**src/rtl/baud_tick_gen_frac.sv**
```systemverilog
`timescale 1ns/1ps
// Fractional baud tick generator: oversample tick plus bit tick from a runtime
// integer/fractional divisor, with a valid/ready divisor update taken at period boundaries.
module baud_tick_gen_frac #(
  parameter int INT_W    = 24,
  parameter int FRAC_W   = 4,
  parameter int OVS      = 16,
  parameter int RST_INT  = 325,
  parameter int RST_FRAC = 0
) (
  input  logic              i_clk,
  input  logic              i_rst_n,
  input  logic              i_en,
  input  logic              i_cfg_valid,
  output logic              o_cfg_ready,
  input  logic [INT_W-1:0]  i_baud_int,
  input  logic [FRAC_W-1:0] i_baud_frac,
  output logic              o_os_tick,
  output logic              o_stick,
  output logic              o_cfg_err,
  output logic [1:0]        o_dbg_state
);

  localparam int CNT_W = INT_W + 1;
  localparam int OS_W  = (OVS > 1) ? $clog2(OVS) : 1;

  typedef enum logic [1:0] {
    ST_IDLE = 2'd0,
    ST_RUN  = 2'd1,
    ST_PEND = 2'd2
  } state_t;

  state_t              state_q, state_d;
  logic [INT_W-1:0]    act_int_q, act_int_d;
  logic [FRAC_W-1:0]   act_frac_q, act_frac_d;
  logic [INT_W-1:0]    sh_int_q, sh_int_d;
  logic [FRAC_W-1:0]   sh_frac_q, sh_frac_d;
  logic [CNT_W-1:0]    cnt_q, cnt_d;
  logic [FRAC_W-1:0]   acc_q, acc_d;
  logic [OS_W-1:0]     os_cnt_q, os_cnt_d;
  logic                os_tick_q, os_tick_d;
  logic                stick_q, stick_d;
  logic                err_q, err_d;
  logic                ready_q, ready_d;

  logic                xfer;
  logic                cfg_ok;
  logic                take;
  logic                boundary;
  logic                load;
  logic [INT_W-1:0]    load_int;
  logic [FRAC_W-1:0]   load_frac;
  logic [FRAC_W-1:0]   acc_base;
  logic [FRAC_W:0]     sum;

  // Handshake: a divisor transfers on a rising edge where i_cfg_valid && o_cfg_ready;
  // o_cfg_ready never depends combinationally on i_cfg_valid.
  assign xfer     = i_cfg_valid & ready_q;
  assign cfg_ok   = |i_baud_int;
  assign take     = xfer & cfg_ok;
  assign boundary = (state_q != ST_IDLE) && (cnt_q == CNT_W'(1));

  assign o_os_tick   = os_tick_q;
  assign o_stick     = stick_q;
  assign o_cfg_err   = err_q;
  assign o_cfg_ready = ready_q;
  assign o_dbg_state = state_q;

  always_ff @(posedge i_clk or negedge i_rst_n) begin
    if (!i_rst_n) begin
      state_q <= ST_IDLE;
    end else begin
      state_q <= state_d;
    end
  end

  always_comb begin
    state_d = state_q;
    case (state_q)
      ST_IDLE: if (i_en) state_d = ST_RUN;
      ST_RUN: begin
        if (!i_en)     state_d = ST_IDLE;
        else if (take) state_d = ST_PEND;
      end
      ST_PEND: begin
        if (!i_en)         state_d = ST_IDLE;
        else if (boundary) state_d = ST_RUN;
      end
      default: state_d = ST_IDLE;
    endcase
  end

  always_comb begin
    act_int_d  = act_int_q;
    act_frac_d = act_frac_q;
    sh_int_d   = sh_int_q;
    sh_frac_d  = sh_frac_q;
    cnt_d      = cnt_q;
    acc_d      = acc_q;
    os_cnt_d   = os_cnt_q;
    os_tick_d  = 1'b0;
    stick_d    = 1'b0;
    err_d      = xfer & ~cfg_ok;
    ready_d    = ready_q;
    load       = 1'b0;
    load_int   = act_int_q;
    load_frac  = act_frac_q;
    acc_base   = acc_q;

    case (state_q)
      ST_IDLE: begin
        cnt_d    = '0;
        acc_d    = '0;
        os_cnt_d = '0;
        ready_d  = 1'b1;
        acc_base = '0;
        if (take) begin
          act_int_d  = i_baud_int;
          act_frac_d = i_baud_frac;
          load_int   = i_baud_int;
          load_frac  = i_baud_frac;
        end
        load = i_en;
      end
      ST_RUN: begin
        if (!i_en) begin
          cnt_d    = '0;
          acc_d    = '0;
          os_cnt_d = '0;
          ready_d  = 1'b1;
          if (take) begin
            act_int_d  = i_baud_int;
            act_frac_d = i_baud_frac;
          end
        end else begin
          // A divisor taken on a boundary edge still waits for the following boundary.
          if (take) begin
            sh_int_d  = i_baud_int;
            sh_frac_d = i_baud_frac;
            ready_d   = 1'b0;
          end else begin
            ready_d = 1'b1;
          end
          if (boundary) begin
            load      = 1'b1;
            os_tick_d = 1'b1;
            stick_d   = (os_cnt_q == OS_W'(OVS - 1));
            os_cnt_d  = os_cnt_q + OS_W'(1);
          end else begin
            cnt_d = cnt_q - CNT_W'(1);
          end
        end
      end
      ST_PEND: begin
        if (!i_en) begin
          cnt_d      = '0;
          acc_d      = '0;
          os_cnt_d   = '0;
          ready_d    = 1'b1;
          act_int_d  = sh_int_q;
          act_frac_d = sh_frac_q;
        end else begin
          ready_d = 1'b0;
          if (boundary) begin
            // Hand-over restarts the fraction from zero but keeps the bit phase.
            load       = 1'b1;
            load_int   = sh_int_q;
            load_frac  = sh_frac_q;
            acc_base   = '0;
            act_int_d  = sh_int_q;
            act_frac_d = sh_frac_q;
            os_tick_d  = 1'b1;
            stick_d    = (os_cnt_q == OS_W'(OVS - 1));
            os_cnt_d   = os_cnt_q + OS_W'(1);
          end else begin
            cnt_d = cnt_q - CNT_W'(1);
          end
        end
      end
      default: begin
        cnt_d    = '0;
        acc_d    = '0;
        os_cnt_d = '0;
        ready_d  = 1'b1;
      end
    endcase

    sum = {1'b0, acc_base} + {1'b0, load_frac};
    if (load) begin
      acc_d = sum[FRAC_W-1:0];
      cnt_d = {1'b0, load_int} + CNT_W'(sum[FRAC_W]);
    end
  end

  always_ff @(posedge i_clk or negedge i_rst_n) begin
    if (!i_rst_n) begin
      act_int_q  <= INT_W'(RST_INT);
      act_frac_q <= FRAC_W'(RST_FRAC);
      sh_int_q   <= '0;
      sh_frac_q  <= '0;
      cnt_q      <= '0;
      acc_q      <= '0;
      os_cnt_q   <= '0;
      os_tick_q  <= 1'b0;
      stick_q    <= 1'b0;
      err_q      <= 1'b0;
      ready_q    <= 1'b1;
    end else begin
      act_int_q  <= act_int_d;
      act_frac_q <= act_frac_d;
      sh_int_q   <= sh_int_d;
      sh_frac_q  <= sh_frac_d;
      cnt_q      <= cnt_d;
      acc_q      <= acc_d;
      os_cnt_q   <= os_cnt_d;
      os_tick_q  <= os_tick_d;
      stick_q    <= stick_d;
      err_q      <= err_d;
      ready_q    <= ready_d;
    end
  end

endmodule

```
**config.mk**
```make
export PLATFORM = sky130hd
export DESIGN_NAME = baud_tick_gen_frac
export DESIGN_NICKNAME = d
export VERILOG_FILES = /design/src/rtl/baud_tick_gen_frac.sv
export SDC_FILE = /design/constraint.sdc
export NUM_CORES = 1
export LEC_CHECK = 0
export CAP_MARGIN = 20
export CORE_MARGIN = 10
export CORE_UTILIZATION = 50
export DETAILED_ROUTE_END_ITERATION = 10
export DONT_BUFFER_PORTS = 1
export GPL_TIMING_DRIVEN = 0
export SYNTH_ARGS = -nofsm -noshare
export SYNTH_HDL_FRONTEND = slang
export SYNTH_SLANG_ARGS = --single-unit
```
**constraint.sdc**
```tcl
create_clock -name i_clk -period 6.15 [get_ports i_clk]
set_input_delay 1.845 -clock i_clk [delete_from_list [all_inputs] [get_ports i_clk]]
set_output_delay 1.845 -clock i_clk [all_outputs]
set_load 0.02 [all_outputs]
```
======== Word-level counts from Yosys, hierarchy flattened ========
Index checks and enable logic that the tools add are counted.
word-level totals
  flip-flop bits (word level) ............. 95
  output and inout port bits .............. 6
  word-level logic and storage cells ...... 84
operators by class
  $add $sub $neg .......................... 4
  equality and inequality tests ........... 11
  muxes and demuxes ....................... 44
  bitwise operators ....................... 4
  reductions and logical operators ........ 9
operator list
  kind                   count
  $mux 24                5
  $mux 25                4
  $pmux 24 s3            1
  $mux 4                 13
  $pmux 24 s2            1
  $add 24x1->25          1
  $eq 25x1->1 const B    1
  $sub 25x1->25 const B  1
  $reduce_or 24->1       1
  $pmux 4 s2             2
  $pmux 4 s3             1
  $mux 2                 5
  $mux 1                 9
  $ne 3x2->1 const B     2
  $ne 3x3->1 const B     2
  $pmux 2 s3             1
  $reduce_and 3->1       2
  $add 4x4->5            1
  $add 4x1->4 const B    1
  $eq 4x4->1 const B     1
  $ne 2x2->1 const B     2
  $ne 4x3->1 const B     1
  $pmux 1 s2             2
  $and 1x1->1            3
  other kinds (9)        9

======== Logic depth before layout (Yosys ltp) ========
  depth in word-level cells ............... 8
  mapped depth ............................ 23
  gate-level depth less buffers ........... 19

======== Least setup slack after synthesis ========
No wires, ideal clock.
  kind .................................... input -> register
  start ................................... in i_baud_int[4]
  end ..................................... reg cnt_q[16]
  setup time .............................. 0.135 ns
  arrival time ............................ 5.935 ns
  path slack .............................. 0.081 ns
  stages on the path ...................... 19
  buffers on the path ..................... 2
  cell sequence ........................... nor4_1 -> nand2_2 -> o31ai_1 -> buf_2 -> buf_1 -> nand2_1 -> a31oi_1 -> a21o_1 -> inv_1 -> fa_1 -> nor2b_1 -> o21ai_0 -> nand2b_1 -> ha_1 -> ha_1 -> nand4_4 -> nor4_4 -> a31o_2 -> o211ai_1
between the ends
  word-level cells in the longest chain between the ends .. 7
  elaborated cells between the ends (all ways) .. 9
  those cells by class .................... add/sub: 2; mux: 5; bitwise: 1; reduce/logical: 1
RTL lines
  element               line  RTL
  from (decl)           16    input logic [INT_W-1:0] i_baud_int,
  $reduce_or 24->1      59    assign cfg_ok = |i_baud_int;
  $and 1x1->1           60    assign take = xfer & cfg_ok;
  $mux 4                117   if (take) begin
  $pmux 4 s2            110   case (state_q)
  $add 4x4->5           188   sum = {1'b0, acc_base} + {1'b0, load_frac};
  $add 24x1->25 (*)     191   cnt_d = {1'b0, load_int} + CNT_W'(sum[FRAC_W]);
  $mux 25 (*)           189   if (load) begin
  to (signal assigned)  213   cnt_q <= cnt_d;
  to (decl)             38    logic [CNT_W-1:0] cnt_q, cnt_d;
Mark *: on every way between the ends. The rest lies on a longest branch, timed or not.
A chain may end at the register's enable or synchronous reset.

======== Worst setup path in the final report ========
  start ................................... in i_baud_int[8]
  end ..................................... reg cnt_q[17]
Same word-level chain as after synthesis.

==> impl_metrics.json <==
{
  "status": "finished, final reports clean",
  "ys_seq_area_share_pct": 36.5,
  "slowest_stage": "o31ai_4",
  "hp-class": "flip-flop to flip-flop",
  "maxSlewViolCount": 0,
  "critPathMostFrequentCell": "nand2_1",
  "p_comb_share_pct": 56.8,
  "core_um2": 12700,
  "endpoint_kind": "flip-flop",
  "power_leakage_nw": 2.96,
  "fillers": 1209,
  "diodes": 0,
  "synth_cell_types": 83,
  "drive_gt1_share_pct": 13.5,
  "via_per_inst": 6.55,
  "dp_slack_ps": -1430,
  "p_per_area_nw_per_um2": 596,
  "finClkSkew_ps": 9.88,
  "cts.reportedPaths.clkPinSlew_ps": 70,
  "vdd_ir_drop_max_uv": 268,
  "fin_crit_sh_pct": 95.9,
  "crit_type": "input port to flip-flop",
  "ctsHoldBuffers": 0,
  "clk_latency_ps": 360,
  "drt_wl_total_um": 21300,
  "setup_viol": 0,
  "hold_slack_ps": 497,
  "htree_levels": 3,
  "crit_fanout": 19,
  "firstDrtPassIters": 6,
  "clock_power_share_pct": 14.7,
  "antenna_found_initial": 0,
  "vias": 6072,
  "synth_top_family_by_area": "compound AO/OA/AOI/OAI gates",
  "wl_per_cell_um": 22.9,
  "die_area_um2": 18000,
  "synthFlopType": "dfrtp_1",
  "start_util_pct": 51.3,
  "ant_nets": 0,
  "portBuffers": 0,
  "fmax_ghz": 0.170,
  "synth_fp_nets": 781,
  "cts_root_buffer": "clkbuf_16",
  "power_frac_seq_pct": 28.5,
  "synth.area.top_cells": "dfrtp_1, nand2_1, o22ai_1",
  "grt_start_max_net_pins": 96,
  "rsz0062_at_grt": "false",
  "areaGrowthSynthToFinish_pct": 9.86,
  "post-route-drc-count": 0,
  "dieWidth_um": 134,
  "detailed_place_hpwl_um": 15400,
  "grt_pass1_vias": 5975,
  "synthMuxAreaShare_pct": 7.60,
  "numCtsBuffers": 9,
  "synth-edff-count": 0,
  "synthSimpleGateAreaFrac_pct": 19.6,
  "yosysMostFrequentCell": "nand2_1",
  "net-switching-power_mw": 2.02,
  "fp.dieH_um": 134,
  "p_total_mw": 4.28,
  "required_ps": 6370,
  "synth_fa_ha_area_share_pct": 2.80,
  "cpPeakStageDelay_ps": 430,
  "grt_first_pass_wirelength_um": 33900,
  "grtUsageTotal_pct": 23.8,
  "clockBufferDepth": 2,
  "startpoint_type": "input port",
  "num_rows": 41,
  "gp_congestion": 0.919,
  "hold_viol": 0,
  "crit_chain": "nor4_2 -> nand2_2 -> o31ai_4 -> buf_6 -> nand2_1 -> nand2_1 -> a22oi_1 -> nand2_1 -> ha_1 -> inv_1 -> fa_1 -> nor2b_1 -> o21ai_0 -> nand2b_1 -> ha_1 -> nor3b_1 -> nand4_2 -> nor4_2 -> xor2_1 -> o22ai_1",
  "p_sw_share_pct": 47.2,
  "drt_iter0_drc": 635,
  "synth_top_area_share_pct": 34.5,
  "synth_seq_cells": 95,
  "synthTopCellsByCount": "nand2_1, dfrtp_1, o22ai_1, a21oi_1, o21ai_0",
  "ys_warn_count": 0,
  "synth_compound_area_share_pct": 23.9,
  "synthArstFlopShare_pct": 100,
  "worst_pin_slew_ps": 951,
  "final_cells": 927,
  "overflow": 0,
  "syn_inst": 735,
  "synthXorXnorAreaFrac_pct": 4.83,
  "yosysTopAreaCell": "dfrtp_1",
  "max_cap_violations": 0,
  "worst_slack_ps": 251,
  "worstPathArrival_ps": 6120,
  "syn_area_per_cell_um2": 8.89,
  "fin_crit_ps": 5900,
  "syn-cell-area_um2": 6530,
  "cts_tree": "yes",
  "cts_sinks": 95,
  "num-nets-final": 796,
  "intPower_mw": 2.26,
  "relSlewSlack_pct": 36.6,
  "dp.cells": 907,
  "num_io_pins": 38
}
-- layout by cell type, fill, tap and decap left out, types with 3 or more instances in the layout --
cell type	n
a22oi_1	13
clkbuf_1	33
o22a_1	3
mux2_2	29
nor3_1	10
nor4_2	6
buf_2	4
or4_1	4
o22ai_1	55
ha_1	13
nand2_2	3
a221o_1	6
nand2b_1	3
xnor2_1	23
o211ai_1	11
and3_1	10
o21ai_0	40
a21o_1	6
inv_1	15
buf_4	6
o41ai_1	5
a31o_2	3
a221oi_1	3
dfstp_2	5
dfrtp_1	90
nand4_1	11
xor2_1	13
nor4_1	11
mux2i_1	17
buf_1	6
nor3b_1	3
o31ai_1	4
and2_1	7
nor2_1	37
nand2_1	90
a21oi_1	47
nand3_1	26
a31oi_1	6
clkbuf_16	9
clkbuf_8	4
-- power groups by stage --
stage | registers [mW] | clock network, mW | logic (mW)
2_1_floorplan | 1.13 | 0 | 1.79
5_1_grt | 1.26 | 0.658 | 2.66
3_5_place_dp | 1.22 | 0 | 2.37
4_1_cts | 1.21 | 0.633 | 2.38
3_3_place_gp | 1.20 | 0 | 2.31
6_report | 1.22 | 0.627 | 2.43
-- registers in the layout, indices dropped and copies added (netlist names), 2 cells and up --
| name | flops |
|---|---|
| act_frac_q | 4 |
| sh_frac_q | 4 |
| acc_q | 4 |
| os_cnt_q | 4 |
| o_dbg_state | 2 |
| cnt_q | 25 |
| sh_int_q | 24 |
| act_int_q | 24 |
-- cell type report --
class	count	area, um2	share of cell area, %
inverter	15	56.3	0.785
multi-input combinational	574	3890	54.2
clock buffer	13	260	3.63
timing repair buffer	6	45.0	0.628
tap	172	215	3.00
clock inverter	3	65.1	0.907
buffer	49	259	3.61
sequential	95	2380	33.2
-- metrics by stage --
step / TNS (ps) / area [um2] / utilization, %
global placement: -27610 / 6750 / 53.0
floorplan: 0 / 6530 / -
CTS: 0 / 7090 / 55.8
global route: 0 / 7180 / 56.4
finish: 0 / 7180 / 56.4
detailed placement: -26500 / 6750 / 53.0
-- layer usage --
| layer | routed length (um) | global-route usage, % | share of wire (%) |
|---|---|---|---|
| met5 | 0 | 0 | 0 |
| met4 | 479 | 9.07 | 2.3 |
| met3 | 1730 | 4.14 | 8.2 |
| met2 | 9840 | 37.2 | 46 |
| met1 | 9200 | 31.9 | 43 |
-- final timing paths --
kind,from,to,slack [ps],cells after the start
worst max-delay path,i_baud_int[8],cnt_q[17],250,20
worst min-delay path,acc_q[0],acc_q[0],500,1
worst max register to register,o_dbg_state[0],cnt_q[17],610,21
worst min register to register,acc_q[0],acc_q[0],500,1
max in group asynchronous,i_rst_n,act_int_q[2],4770,0
min in group asynchronous,i_rst_n,cnt_q[1],1180,0
-- critical path: cells and delay by family --
family | cells | cell delay (ps)
XOR/XNOR | 1 | 250
adder cells (fa/ha/maj) | 3 | 860
AND/OR/NAND/NOR | 10 | 2120
buffers and inverters | 2 | 340
AO/OA/AOI/OAI | 4 | 700
-- kinds of logic (layout without fill, tap and decap cells) --
| logic type | Yosys count | after routing |
|---|---|---|
| mux | 46 | 46 |
| simple gates | 245 | 245 |
| fa+ha+maj | 14 | 14 |
| buf+inv | 66 | 86 |
| flops | 95 | 95 |
| compound gates | 233 | 233 |
| xor+xnor | 36 | 36 |
-- what timing repair did --
| action | CTS | global route |
|---|---|---|
| setup endpoints to repair | 25 | 14 |
| setup buffers | 0 | 6 |
| cloned | 0 | 0 |
| pin swaps | 1 | 3 |
| gates resized for setup | 5 | 11 |
(Power assumes the default switching activity.)
